==> src/rtl/serial_sub_pkg.sv <==
// serial_sub_pkg: shared state type and default width for the bit-serial subtractor
package serial_sub_pkg;
  localparam int SUB_WIDTH_DEF = 4;
  typedef enum logic [1:0] {IDLE, BUSY, DONE} state_t;
endpackage

==> src/rtl/full_subtractor_bit.sv <==
// full_subtractor_bit: one-bit combinational subtractor cell (a - b - bin)
module full_subtractor_bit (
  input  logic a,
  input  logic b,
  input  logic bin,
  output logic d,
  output logic bout
);
  assign d    = a ^ b ^ bin;
  assign bout = (~a & b) | (~(a ^ b) & bin);
endmodule

==> src/rtl/serial_ripple_borrow_sub.sv <==
// serial_ripple_borrow_sub: LSB-first bit-serial A - B - BIN with valid/ready handshakes; SERIAL_SUB_OVF_EN adds signed overflow output OVF
module serial_ripple_borrow_sub
  import serial_sub_pkg::*;
#(
  parameter int WIDTH = SUB_WIDTH_DEF
) (
  input  logic             clk,
  input  logic             rst_n,
  input  logic             in_valid,
  output logic             in_ready,
  input  logic [WIDTH-1:0] A,
  input  logic [WIDTH-1:0] B,
  input  logic             BIN,
  output logic             out_valid,
  input  logic             out_ready,
  output logic [WIDTH-1:0] DIFF,
  output logic [WIDTH-1:0] BOUT
`ifdef SERIAL_SUB_OVF_EN
  ,
  output logic             OVF
`endif
);
  localparam int CW = $clog2(WIDTH);
  localparam logic [CW-1:0] LAST = CW'(WIDTH - 1);
  state_t state, state_nxt;
  logic [CW-1:0] cnt;
  logic [WIDTH-1:0] a_reg, b_reg;
  logic bw, d_bit, bout_bit;
  logic accept;
  assign accept = (state == IDLE) && in_valid;
  full_subtractor_bit u_bit (
    .a   (a_reg[cnt]),
    .b   (b_reg[cnt]),
    .bin (bw),
    .d   (d_bit),
    .bout(bout_bit)
  );
  // state register
  always_ff @(posedge clk) begin
    if (!rst_n) state <= IDLE;
    else state <= state_nxt;
  end
  // next state and handshake outputs
  always_comb begin
    state_nxt = state;
    in_ready  = (state == IDLE);
    out_valid = (state == DONE);
    case (state)
      IDLE:    state_nxt = in_valid ? BUSY : IDLE;
      BUSY:    state_nxt = (cnt == LAST) ? DONE : BUSY;
      DONE:    state_nxt = out_ready ? IDLE : DONE;
      default: state_nxt = IDLE;
    endcase
  end
  // operand capture and one result bit per BUSY cycle through the shared cell
  always_ff @(posedge clk) begin
    if (!rst_n) begin
      a_reg <= '0;
      b_reg <= '0;
      bw    <= 1'b0;
      cnt   <= '0;
      DIFF  <= '0;
      BOUT  <= '0;
`ifdef SERIAL_SUB_OVF_EN
      OVF   <= 1'b0;
`endif
    end else if (accept) begin
      a_reg <= A;
      b_reg <= B;
      bw    <= BIN;
      cnt   <= '0;
      DIFF  <= '0;
      BOUT  <= '0;
`ifdef SERIAL_SUB_OVF_EN
      OVF   <= 1'b0;
`endif
    end else if (state == BUSY) begin
      DIFF[cnt] <= d_bit;
      BOUT[cnt] <= bout_bit;
      bw        <= bout_bit;
      if (cnt != LAST) cnt <= cnt + CW'(1);
`ifdef SERIAL_SUB_OVF_EN
      if (cnt == LAST) OVF <= bw ^ bout_bit;
`endif
    end
  end
endmodule

==> config.mk <==
export PLATFORM = sky130hd
export DESIGN_NAME = serial_ripple_borrow_sub
export DESIGN_NICKNAME = d
export VERILOG_FILES = /design/src/rtl/serial_sub_pkg.sv /design/src/rtl/full_subtractor_bit.sv /design/src/rtl/serial_ripple_borrow_sub.sv
export SDC_FILE = /design/constraint.sdc
export NUM_CORES = 1
export LEC_CHECK = 0
export BUFFER_PORTS_ARGS = -buffer_cell sky130_fd_sc_hd__buf_2
export CAP_MARGIN = 20
export CORE_ASPECT_RATIO = 1.4
export CORE_MARGIN = 2
export CORE_UTILIZATION = 46
export DETAILED_ROUTE_END_ITERATION = 7
export GPL_TIMING_DRIVEN = 0
export PLACE_DENSITY = 0.77
export SLEW_MARGIN = 15
export SYNTH_ARGS = -nofsm -noshare
export SYNTH_HDL_FRONTEND = slang
export SYNTH_SLANG_ARGS = --single-unit
==> constraint.sdc <==
create_clock -name clk -period 2.19 [get_ports clk]
set_clock_uncertainty 0.2 [all_clocks]
set_input_delay 0.1095 -clock clk [delete_from_list [all_inputs] [get_ports clk]]
set_output_delay 0.1095 -clock clk [all_outputs]
set_load 0.005 [all_outputs]
== Word level (Yosys, flattened, before mapping) ==
Index checks and enable logic that the tools add are counted.

* Register bits after elaboration: 21
* Bits of input ports: 13
* Output and inout port bits: 10
* Word-level logic and storage cells: 42

* Add/sub/neg operators: 1
* $lt $le $gt $ge: 2
* Eq/ne operators: 4
* Multiplexer cells: 14
* Bitwise operators: 8
* Reductions and logical operators: 6

{| class="wikitable"
|+ Operators with widths
! kind !! number
|-
| 4-bit bitwise mux || 2
|-
| 1-bit two-way mux || 6
|-
| 2-bit case mux with 3 select lines || 1
|-
| 1-bit binary-select mux with 2-bit select || 2
|-
| 2-bit equality test (second input constant) || 2
|-
| 2-bit two-way mux || 2
|-
| 2-bit by 3-bit < comparator with 1-bit output (second input constant) || 1
|-
| 1-bit NOT || 3
|-
| 2-bit by 1-bit adder with 2-bit output (second input constant) || 1
|-
| 1-bit AND || 2
|-
| 1-bit demux with 2-bit select || 1
|-
| 2-bit by 1-bit equality test with 1-bit output (second input constant) || 1
|-
| 2-bit by 1-bit greater-or-equal comparator with 1-bit output (second input constant) || 1
|-
| 1-bit logical AND || 2
|-
| 2-bit logical NOT || 1
|-
| 2-bit != test (second input constant) || 1
|-
| 2-bit AND reduction || 1
|-
| 2-bit nonzero test || 1
|-
| 2-bit OR reduction || 1
|-
| 1-bit bitwise XOR || 2
|-
| 1-bit OR || 1
|}

== Longest topological paths before layout ==
* Word-level depth: 8
* Gate-level depth with buffers: 5
* Mapped depth without buffers: 5

== Hierarchy ==
Synthesis repeated with hierarchy kept, for this count alone.

* Cell total of the unflattened synthesis: 100
* Area, all modules: 1,004.7 µm²

{| class="wikitable"
|+ By module, submodules not included
! module !! times used !! cells each !! area an instance (µm²) !! sequential area each (µm²)
|-
| serial_ripple_borrow_sub || 1 || 96 || 973.4 || 420.4
|-
| full_subtractor_bit || 1 || 4 || 31.3 || 0.0
|}

== Least setup slack after synthesis ==
OpenSTA, ideal clock, no wires.

* Kind: reg-to-reg
* Start: register cnt[1]
* End: register bw
* Library setup time: 0.069 ns
* Arrival time: 1.846 ns
* Data required time: 1.921 ns
* Path slack: 0.076 ns
* Cell stages (with the launch flop): 5
* Buffers on the path: 0
* Period minus slack after synthesis: 2.114 ns
* Cell sequence: dfxtp_1 -> mux4_2 -> fa_1 -> mux2_1 -> o21ai_1

* Word-level cells in the longest chain between the ends: 8
* Elaborated cells on any way between the ends: 12
* Those cells by class: mux: 6; bitwise: 6

{| class="wikitable"
|+ Ends and longest elaborated chain
! element !! line !! source
|-
| start, declared || serial_ripple_borrow_sub.sv:26 || <nowiki>logic [CW-1:0] cnt;</nowiki>
|-
| start signal, assigned || serial_ripple_borrow_sub.sv:81 || <nowiki>if (cnt != LAST) cnt <= cnt + CW'(1);</nowiki>
|-
| 1-bit binary-select mux with 2-bit select (on tied branches) || serial_ripple_borrow_sub.sv:32, serial_ripple_borrow_sub.sv:33 ||
|-
| 1-bit two-way mux (on tied branches) || serial_ripple_borrow_sub.sv:32, serial_ripple_borrow_sub.sv:33 ||
|-
| 1-bit bitwise XOR || full_subtractor_bit.sv:10 || <nowiki>assign bout = (~a & b) | (~(a ^ b) & bin);</nowiki>
|-
| 1-bit NOT || full_subtractor_bit.sv:10 ||
|-
| 1-bit AND || full_subtractor_bit.sv:10 ||
|-
| 1-bit OR (*) || full_subtractor_bit.sv:10 ||
|-
| 1-bit two-way mux (*) || serial_ripple_borrow_sub.sv:77 || <nowiki>end else if (state == BUSY) begin</nowiki>
|-
| 1-bit two-way mux (*) || serial_ripple_borrow_sub.sv:67 || <nowiki>end else if (accept) begin</nowiki>
|-
| end signal, assigned || serial_ripple_borrow_sub.sv:80 || <nowiki>bw <= bout_bit;</nowiki>
|-
| end, declared || serial_ripple_borrow_sub.sv:28 || <nowiki>logic bw, d_bit, bout_bit;</nowiki>
|}

Every way passes the cells marked *; elsewhere a longest branch is shown, timed or not. The select of a mux whose other input is x is not followed.
A chain may end at the register's enable or synchronous reset.

== Worst setup path in the final report ==
Same ends and word-level chain as after synthesis.

==> results.toml <==
[die]
core_mm2 = 0.002127
die_area_mm2 = 0.002594
die_y_um = 59.47
io_pins = 23
dieWidth_um = 43.62
rows = 20
initial_utilization_pct = 47.53

[clock_network]
cts_setup_buffers = 0
cts_sinks = 21
clock_latency_ps = 300
ctsHtreeMaxLevel = 1
clkTransAtPathRegs_ps = 120
cts_tree = "yes"
cts.root.buffer_cell = "clkbuf_4"
cts_buffer_depth = 2
numCtsBuffers = 3

[power_and_ir_drop]
power_frac_seq_pct = 55.4
p_clk_share_pct = 25.7
p_leak_nw = 0.5378
swShare_pct = 26.24
switchingPower_mw = 0.1949
powerDensity_mw_per_mm2 = 572.0
p_int_mw = 0.5479
irDropWorstVdd_v = 0.0004377
comb_power_share_pct = 18.9

[routing]
num_vias = 757
remaining_drc_errors = 0
finalWirelength_mm = 1.928
drt_first_iter_violations = 19
viasPerCell = 5.013
first_pass_iters = 4
wl_per_cell_um = 12.77
ant_nets = 0

[timing]
final-max-slew-violation-count = 0
report.final.setup_viol = 0
hold_violations = 0
rsz0062_at_grt = "false"
max_freq_mhz = 473.6
period_needed_ps = 2111
final.setup.tns_ps = 0
timing.final.ws_setup_ps = 78.60
tightest_slew_ps = 429.0
slew_headroom_pct = 71.34
fin_crit_sh_pct = 96.41

[yosys]
syn-num-nets = 109
synth_seq_area_share_pct = 41.58
yosys_warnings = 0
ys_types = 23
syn_area_mm2 = 0.001011
syn_inst = 91
ys_ff_latch = 21
synth_area_per_cell_um2 = 11.11

[final_layout]
synthToLayoutAreaGrowth_pct = 28.47
mostFrequentLayoutCells = "buf_2 (22), dfxtp_1 (20), dlygate4sd3_1 (12)"
diodes = 0
fin_util_pct = 61.06
drive_above_1_share_pct = 31.78
fillCellCount = 176
layout_commonest_cell = "buf_2"
final_nets = 148

[global_route]
grtUsageMet3_pct = 1.829
grt-ovfl-total = 0
grt_pass1_wl_mm = 3.270
grt_max_degree = 12
grt.total_usage_pct = 17.02
met1_usage_pct = 18.92
top_usage_layer = "met2"
grt_use_met2_pct = 32.14
antenna_found_initial = 0
grt_pass1_vias = 766

[outcome]
outcome = "complete, no violations"

[worst_setup_path]
worst_setup_path_end_kind = "flop"
cp-start-kind = "flop"
critPathKind = "flop to flop"
crit_arrival_ps = 2160
worstPathMaxFanout = 6
cp.required_ps = 2230

[hold_path]
hold_path_class = "input pin to flop"

[place]
dp_slack_ps = -110.6
dpl.hpwl_mm = 1.380
gp_congestion = 0.7426
portBuffers = 22

[run]
cap_violations = 0
## timing repair
item,4_1_cts,5_1_grt
hold buffers,12,0
endpoints found under the hold margin,11,0
resized for setup,2,0
endpoints found under the setup margin,1,0
## power groups by stage
stage / logic [mW] / registers (mW) / clock network [mW]
after global placement: 0.118 / 0.419 / 0
after global routing: 0.155 / 0.415 / 0.205
after CTS: 0.141 / 0.412 / 0.192
after floorplan: 0.0901 / 0.417 / 0
after detailed placement: 0.122 / 0.421 / 0
final: 0.140 / 0.412 / 0.191
## synth_stat cells (all sizes together)
library cell	number	area, um^2
dfxtp	21	420.4
mux2i	11	110.1
nor2b	10	62.56
a21oi	7	35.03
inv	5	18.77
a311oi	4	60.06
buf	4	37.53
ha	4	50.05
nand3	4	20.02
nor2	4	15.01
a21bo	3	30.03
nor3b	3	22.52
mux4	2	45.04
nand2b	2	20.02
a21boi	1	7.510
clkbuf	1	3.750
fa	1	20.02
mux2	1	11.26
nand3b	1	7.510
o21ai	1	5.000
xnor2	1	8.760
## worst paths after layout
kind                 start      end  slack, ps  cells after the start
setup / recovery    cnt[1]       bw         80                      4
hold / removal    in_valid       bw        230                      5
setup reg to reg    cnt[1]       bw         80                      4
hold reg to reg    DIFF[3]  DIFF[3]        320                      2
## layer usage
metal / vias up / share of wire [%]
met1: 346 / 42
met3: 4 / 2.2
met5: - / 0
met4: 0 / 1.6
met2: 14 / 55
li1: 393 / -
## through the flow
step / cells / hold WS [ps] / cell area, um^2 / power, mW
after floorplan: 91 / 55.22 / 1011 / 0.5072
after global placement: 135 / 164.5 / 1149 / 0.5370
after detailed placement: 135 / 171.4 / 1149 / 0.5423
after CTS: 151 / 228.2 / 1299 / 0.7450
after global routing: 151 / 253.0 / 1299 / 0.7751
final: 151 / 226.5 / 1299 / 0.7429
## cell families after synthesis
kind of cell / after synthesis / share of synthesized area [%]
DFF: 21 / 41.58
muxes: 14 / 16.46
AOI/OAI and AO/OA: 16 / 13.61
and+or+nand+nor: 24 / 14.60
adders and majority gates: 5 / 6.931
buffers and inverters: 10 / 5.940
xor gates and xnor gates: 1 / 0.8665
## critical path: stages (launching register included)
cell     delay [ps]
dfxtp_2         420
mux4_2          540
fa_2            450
mux2_1          320
o21ai_1         120
## layout make-up
cell class | count | area, um^2 | share of cell area [%]
well taps | 22 | 27.53 | 2.119
repair buffers | 34 | 230.2 | 17.73
multi-input cells | 60 | 533.0 | 41.04
flip-flops and latches | 21 | 421.7 | 32.47
plain buffers | 5 | 41.29 | 3.179
inverters | 5 | 18.77 | 1.445
clock buffers | 4 | 26.28 | 2.023
(Power assumes the default switching activity.)
